<file path="config.mk">
export PLATFORM = sky130hd
export DESIGN_NAME = frame_collector
export DESIGN_NICKNAME = d
export VERILOG_FILES = /design/src/rtl/frame_pkg.sv /design/src/rtl/frame_xor_acc.sv /design/src/rtl/frame_collector.sv
export SDC_FILE = /design/constraint.sdc
export NUM_CORES = 1
export LEC_CHECK = 0
export ABC_AREA = 1
export CAP_MARGIN = 40
export CELL_PAD_IN_SITES_DETAIL_PLACEMENT = 0
export CELL_PAD_IN_SITES_GLOBAL_PLACEMENT = 1
export CORE_UTILIZATION = 34
export DETAILED_ROUTE_END_ITERATION = 7
export PLACE_DENSITY = 0.82
export SYNTH_ARGS = -nofsm -noshare
export SYNTH_HDL_FRONTEND = slang
export SYNTH_SLANG_ARGS = --single-unit
</file>
<file path="constraint.sdc">
create_clock -name clk -period 1.52 [get_ports clk]
set_input_delay 0.228 -clock clk [delete_from_list [all_inputs] [get_ports clk]]
set_output_delay 0.228 -clock clk [all_outputs]
set_load 0.005 [all_outputs]
</file>
<file path="src/rtl/frame_pkg.sv">
// Shared constants and types for the frame collector.
// The optional checksum output is enabled with the macro FRAME_COLLECTOR_CHK_EN.
package frame_pkg;

    localparam int unsigned FRAME_LEN_DEF = 9;
    localparam int unsigned DW_DEF        = 8;
    localparam int unsigned DROP_CNT_W    = 8;

    typedef enum logic {
        HUNT    = 1'b0,
        COLLECT = 1'b1
    } state_e;

endpackage

</file>
<file path="src/rtl/frame_xor_acc.sv">
// Running XOR of the bytes of the frame being collected.
// Built only when FRAME_COLLECTOR_CHK_EN is defined.
module frame_xor_acc #(
    parameter int unsigned DW = 8
) (
    input  logic          clk,
    input  logic          rst,
    input  logic          load_i,
    input  logic          accum_i,
    input  logic [DW-1:0] data_i,
    output logic [DW-1:0] acc_o,
    output logic [DW-1:0] acc_next_c
);

    logic [DW-1:0] acc_q;

    // A start-of-frame byte restarts the sum; later bytes fold in.
    always_comb begin
        acc_next_c = acc_q;
        if (load_i) begin
            acc_next_c = data_i;
        end else if (accum_i) begin
            acc_next_c = acc_q ^ data_i;
        end
    end

    // Accumulator register.
    always_ff @(posedge clk) begin
        if (rst) begin
            acc_q <= '0;
        end else begin
            acc_q <= acc_next_c;
        end
    end

    assign acc_o = acc_q;

endmodule

</file>
<file path="src/rtl/frame_collector.sv">
// Assembles FRAME_LEN bytes from the upstream sequencer into one output frame.
// Define FRAME_COLLECTOR_CHK_EN to add the out_chk XOR checksum output.
module frame_collector
    import frame_pkg::*;
#(
    parameter int unsigned FRAME_LEN = FRAME_LEN_DEF,
    parameter int unsigned DW        = DW_DEF
) (
    input  logic                    clk,
    input  logic                    rst,
    input  logic [DW-1:0]           in_data,
    input  logic                    in_valid,
    input  logic                    in_sof,
    output logic [FRAME_LEN*DW-1:0] out_frame,
    output logic                    out_valid,
    input  logic                    out_ready,
    output logic [DROP_CNT_W-1:0]   drop_cnt,
    output logic                    sync_err
`ifdef FRAME_COLLECTOR_CHK_EN
    ,
    output logic [DW-1:0]           out_chk
`endif
);

    localparam int unsigned IDX_W   = (FRAME_LEN > 1) ? $clog2(FRAME_LEN) : 1;
    localparam int unsigned FRAME_W = FRAME_LEN * DW;

    state_e                  state_q;
    logic [IDX_W-1:0]        idx_q;
    logic [FRAME_W-1:0]      buf_q;
    logic [FRAME_W-1:0]      out_frame_q;
    logic                    out_valid_q;
    logic [DROP_CNT_W-1:0]   drop_cnt_q;
    logic                    sync_err_q;

    logic                    wr_en_c;
    logic [IDX_W-1:0]        wr_slot_c;
    logic                    restart_c;
    logic                    complete_c;
    logic                    load_out_c;
    logic [FRAME_W-1:0]      frame_c;

    // Decode which slot (if any) the incoming byte lands in, and the frame it produces.
    always_comb begin
        wr_en_c   = 1'b0;
        wr_slot_c = '0;
        restart_c = 1'b0;
        if (in_valid) begin
            if (in_sof) begin
                wr_en_c   = 1'b1;
                wr_slot_c = '0;
                restart_c = (state_q == COLLECT) && (idx_q != '0);
            end else if (state_q == COLLECT) begin
                wr_en_c   = 1'b1;
                wr_slot_c = idx_q;
            end
        end

        frame_c = buf_q;
        for (int i = 0; i < int'(FRAME_LEN); i++) begin
            if (wr_en_c && (wr_slot_c == IDX_W'(i))) begin
                frame_c[i*DW +: DW] = in_data;
            end
        end

        complete_c = wr_en_c && (wr_slot_c == IDX_W'(FRAME_LEN - 1));
        load_out_c = complete_c && (!out_valid_q || out_ready);
    end

`ifdef FRAME_COLLECTOR_CHK_EN
    logic [DW-1:0] acc_unused;
    logic [DW-1:0] acc_next_c;
    logic [DW-1:0] out_chk_q;

    frame_xor_acc #(
        .DW (DW)
    ) u_xor_acc (
        .clk        (clk),
        .rst        (rst),
        .load_i     (in_valid && in_sof),
        .accum_i    (wr_en_c && !in_sof),
        .data_i     (in_data),
        .acc_o      (acc_unused),
        .acc_next_c (acc_next_c)
    );

    // Checksum is captured together with the frame it describes.
    always_ff @(posedge clk) begin
        if (rst) begin
            out_chk_q <= '0;
        end else if (load_out_c) begin
            out_chk_q <= acc_next_c;
        end
    end

    assign out_chk = out_chk_q;
`endif

    // Collection FSM, output register, drop counter and sync error pulse.
    always_ff @(posedge clk) begin
        if (rst) begin
            state_q     <= HUNT;
            idx_q       <= '0;
            buf_q       <= '0;
            out_frame_q <= '0;
            out_valid_q <= 1'b0;
            drop_cnt_q  <= '0;
            sync_err_q  <= 1'b0;
        end else begin
            sync_err_q <= restart_c;

            if (wr_en_c) begin
                buf_q <= frame_c;
                if (complete_c) begin
                    state_q <= HUNT;
                    idx_q   <= '0;
                end else begin
                    state_q <= COLLECT;
                    idx_q   <= wr_slot_c + IDX_W'(1);
                end
            end

            if (complete_c) begin
                if (load_out_c) begin
                    out_frame_q <= frame_c;
                    out_valid_q <= 1'b1;
                end else if (drop_cnt_q != {DROP_CNT_W{1'b1}}) begin
                    drop_cnt_q <= drop_cnt_q + DROP_CNT_W'(1);
                end
            end else if (out_valid_q && out_ready) begin
                out_valid_q <= 1'b0;
            end
        end
    end

    assign out_frame = out_frame_q;
    assign out_valid = out_valid_q;
    assign drop_cnt  = drop_cnt_q;
    assign sync_err  = sync_err_q;

endmodule

</file>
# Yosys cells after proc, flatten, opt, wreduce, memory -nomap -nowiden
# Index checks and enable logic that the tools add are counted.
# classes
add_sub_neg	2
eq_ne	10
n_mux	20
bitwise_logic	3
n_reduce_logical	21
# ops
cell	count
two-way mux 8 bit	9
equality test 4 x 3 -> 1 bit, second input constant	4
two-way mux 4 bit	4
logical AND 1 bit	12
adder 8 x 1 -> 8 bit, second input constant	1
equality test 4 x 2 -> 1 bit, second input constant	2
inequality test 8 bit, second input constant	1
two-way mux 1 bit	7
adder 4 x 1 -> 4 bit, second input constant	1
equality test 4 x 1 -> 1 bit, second input constant	1
equality test 4 bit, second input constant	1
zero test 4 bit	1
AND reduction 2 bit	2
nonzero test 4 bit	1
inverter 1 bit	3
AND reduction 3 bit	1
OR reduction 3 bit	1
inequality test 2 x 1 -> 1 bit, second input constant	1
nonzero test 2 bit	1
zero test 1 bit	1
logical OR 1 bit	1
# word_totals
reg_bits	159
inputBits	13
output_inout_bits	82
wordCells	63

# Logic depth before layout (Yosys ltp)
# depth
ltp_word	8
mapped_depth	11
mapped_depth_nobuf	10

# Least setup slack after synthesis
# No wires, ideal clock.
# synth_path
path_kind	reg2reg
startpoint	register state_q
endpoint	register buf_q[48]
setup_ns	0.115
t_arrival_ns	1.551
t_required_ns	1.405
path_slack_ns	-0.146
stages_incl_launch_ff	9
n_path_buf	1
period_less_slack_ns	1.666
cell_sequence	dfxtp_1 -> nand2_1 -> nor2_1 -> inv_1 -> ha_1 -> nand2_1 -> clkbuf_1 -> o21ai_0 -> and2_1
# synth_between
elab_chain_cells	6
elab_cells_between_ends	9
classes_between	eq/ne (1); mux (7); reduce/logical (1)
# synth_lines
element	line	rtl
start, declared	frame_collector.sv:28	state_e state_q;
start signal, assigned	frame_collector.sv:102	state_q <= HUNT;
start signal, assigned	frame_collector.sv:115	state_q <= HUNT;
start signal, assigned	frame_collector.sv:118	state_q <= COLLECT;
two-way mux 4 bit	frame_collector.sv:53	end else if (state_q == COLLECT) begin
two-way mux 4 bit	frame_collector.sv:49	if (in_sof) begin
two-way mux 4 bit	frame_collector.sv:48	if (in_valid) begin
equality test 4 x 3 -> 1 bit	frame_collector.sv:61	if (wr_en_c && (wr_slot_c == IDX_W'(i))) begin
logical AND 1 bit	frame_collector.sv:61	
two-way mux 8 bit	frame_collector.sv:61	
end signal, assigned	frame_collector.sv:113	buf_q <= frame_c;
end, declared	frame_collector.sv:30	logic [FRAME_W-1:0] buf_q;
# Parallel ways exist; a longest one is shown, timed or not.
# A chain may end at the register's enable or synchronous reset.

# Final worst setup path
# layout_path
startpoint	register state_q
endpoint	register out_frame_q[16] (netlist: out_frame[16])
# layout_between
elab_chain_cells	7
elab_cells_between_ends	13
classes_between	eq/ne (2); mux (7); reduce/logical (4)
# layout_lines
element	line	rtl
two-way mux 4 bit	frame_collector.sv:53	
two-way mux 4 bit	frame_collector.sv:49	
two-way mux 4 bit	frame_collector.sv:48	
equality test 4 bit	frame_collector.sv:66	complete_c = wr_en_c && (wr_slot_c == IDX_W'(FRAME_LEN - 1));
logical AND 1 bit	frame_collector.sv:66	
logical AND 1 bit	frame_collector.sv:67	load_out_c = complete_c && (!out_valid_q || out_ready);
AND reduction 2 bit (no source line)	-	
end signal, assigned	frame_collector.sv:125	out_frame_q <= frame_c;
end, declared	frame_collector.sv:31	logic [FRAME_W-1:0] out_frame_q;
# Parallel ways exist; a longest one is shown, timed or not.

==> results.cfg <==
[timing]
rsz0062_at_grt = true
setup_viol = 65
clock.fmax_ghz = 0.634
slew_viol_final = 0
period_needed_ns = 1.58
tightest_slew_ns = 0.332
period_share = 1.04
finalHoldViolations = 0
worst_slack_ns = -0.0566
fin_setup_tns_ns = -1.34
max_slew_margin = 0.778
skew_ns = 0.00688

[outcome]
violations = DRC, setup timing
status = finished with violations

[final_layout]
final_common_cell = nand2_1
insertedDiodeCount = 0
area_delta_synth_final_pct = 53.4
final_cell_mix = 257 x nand2_1, 130 x nor2_1, 126 x dfxtp_1
final_nets = 1110
seqCellArea_sq_mm = 0.00306
fill_cells = 1693
drive_gt1_frac = 0.248
multiInputGateArea_sq_mm = 0.00318

[routing]
num_vias = 5984
via_per_inst = 4.48
routed_wl_um = 18200
post_drt_wl_per_cell_um = 13.6
drtPass1Iterations = 6
drtAntennaViolNets = 0
drc_errors = 6
drt_iter0_drc = 241

[cts]
cts_tree = done
clock_latency_ns = 0.43
numCtsBuffers = 17
cts.sinks = 151
clk_pin_slew_ns = 0.06
clk_path_buf_depth = 2
root_buffer = clkbuf_16
htreeDepth = 4

[synthesis]
synth_cells = 937
syn_avg_cell_area_sq_um = 6.74
syn_nets = 953
ys_seq_area_frac = 0.479
syn_area_sq_mm = 0.00631
yosysWarnings = 0
synthDistinctLibCells = 24
synth_seq_cells = 151

[worst_setup_path]
critPathRequiredTime_ns = 1.85
critPathLaunchType = register
crit_type = reg2reg
crit_path_max_incr_delay_ns = 0.41
crit_start = state_q
path_cells = nand2_4 > buf_6 > a21oi_4 > nor2_4 > nand3_4 > buf_12 > clkbuf_16 > nand2_2 > nand2_1 > nor2_1
path_delay_family = buffers and inverters
regToRegStartpoint = state_q
cp_max_fo = 8
path_buf_inv = 3
end_kind = register
crit_path_top_delay_cell = dfxtp_4
cp_data_arrival_time_ns = 1.90

[flow_run]
maxCapViolCount = 0

[grt]
grt_overflow = 0
grt_pass1_vias = 5558
antenna_found_initial = 0
grt_usage = 0.186
grt_max_degree = 75
grt_pass1_wl_um = 28100

[power]
powerDensity_mw_per_mm2 = 875
vdd_drop_max_mv = 0.820
p_leak_nw = 5.07

[die]
coreArea_sq_mm = 0.0181
row_count = 49
io_pins = 95
dieArea_sq_mm = 0.0191
die_x_um = 138
dieHeight_um = 138
initial_core_util = 0.349

[place]
port_buffers = 94
dp_hpwl_um = 10700
gp_congestion = 0.850
place_ws_ns = -0.605

[hold_path]
worstHoldStart = rst
min_path_type = in2reg
-- area by class of cell --
cell class,count,area share
flip-flops and latches,151,0.316
well taps,229,0.0296
clock inverters,7,0.00685
inverters,104,0.0408
repair buffers,188,0.225
clock buffers,24,0.0529
multi-input cells,632,0.329
-- kinds of logic after synthesis --
kind of cell	Yosys count	synth area share
buffers and inverters	154	0.0991
AND/OR/NAND/NOR	545	0.349
adder cells (fa/ha/maj)	3	0.00595
flip-flops	151	0.479
AO/OA/AOI/OAI	84	0.0674
-- registers in the layout, indices dropped and copies added, names as in the netlist --
signal and count:
out_frame 72, buf_q 64, drop_cnt 8, idx_q 4
out_valid 1, state_q 1, sync_err 1
-- worst paths after layout --
kind	to	slack (ns)	cells after the start
worst min register to register	buf_q[30]	0.46	2
worst min-delay path	state_q	0.30	3
worst max register to register	out_frame[16]	-0.06	10
worst max-delay path	out_frame[16]	-0.06	10
-- synthesized netlist by cell type, drive strengths merged --
library cell	instances	share of area
a21oi	59	0.047
and2	21	0.021
buf	21	0.019
clkbuf	29	0.019
clkinv	2	0.0012
dfxtp	151	0.48
ha	3	0.0059
inv	102	0.061
nand2	308	0.18
nand3	42	0.033
nand3b	1	0.0012
nand4	10	0.0099
nor2	153	0.092
nor3	9	0.0071
nor4	1	0.00099
o21ai	24	0.019
o22ai	1	0.00099
-- per-layer routing --
layer	up-vias	global-route usage	share of wire
li1	3179	-	-
met1	2674	0.228	0.45
met2	105	0.317	0.49
met3	26	0.0374	0.036
met4	0	0.0804	0.021
met5	-	0	0
-- worst register-to-register path: stages, from the launching register on --
cell and delay (ns):
dfxtp_4 0.41, nand2_4 0.07, buf_6 0.12, a21oi_4 0.19, nor2_4 0.07, nand3_4 0.12
buf_12 0.17, clkbuf_16 0.19, nand2_2 0.05, nand2_1 0.05, nor2_1 0.04
-- where the power goes --
part	switching [mW]	total, mW	internal [mW]
combinational	0.232	0.371	0.139
sequential	0.0102	3.98	3.97
clock	1.62	4.12	2.50
total	1.87	8.47	6.61
-- per-stage QoR --
step | util | hold WS (ns) | std cells | power (mW) | instance area (sq um)
4_1_cts | 0.501 | 0.284 | 1325 | 8.49 | 9050
3_3_place_gp | 0.438 | 0.454 | 1275 | 4.38 | 7920
2_1_floorplan | - | 0.382 | 937 | 4.21 | 6330
5_1_grt | 0.535 | 0.297 | 1335 | 8.74 | 9680
6_report | 0.535 | 0.298 | 1335 | 8.47 | 9680
3_5_place_dp | 0.438 | 0.459 | 1275 | 4.38 | 7920
-- timing repair --
action / CTS / global route
hold buffers: 0 / 0
setup endpoints to repair: 141 / 160
pin swaps: 10 / 32
gates cloned: 9 / 9
gates resized for setup: 112 / 156
buffers inserted: 10 / 3
Note: power is estimated with default switching activity, not from simulation.
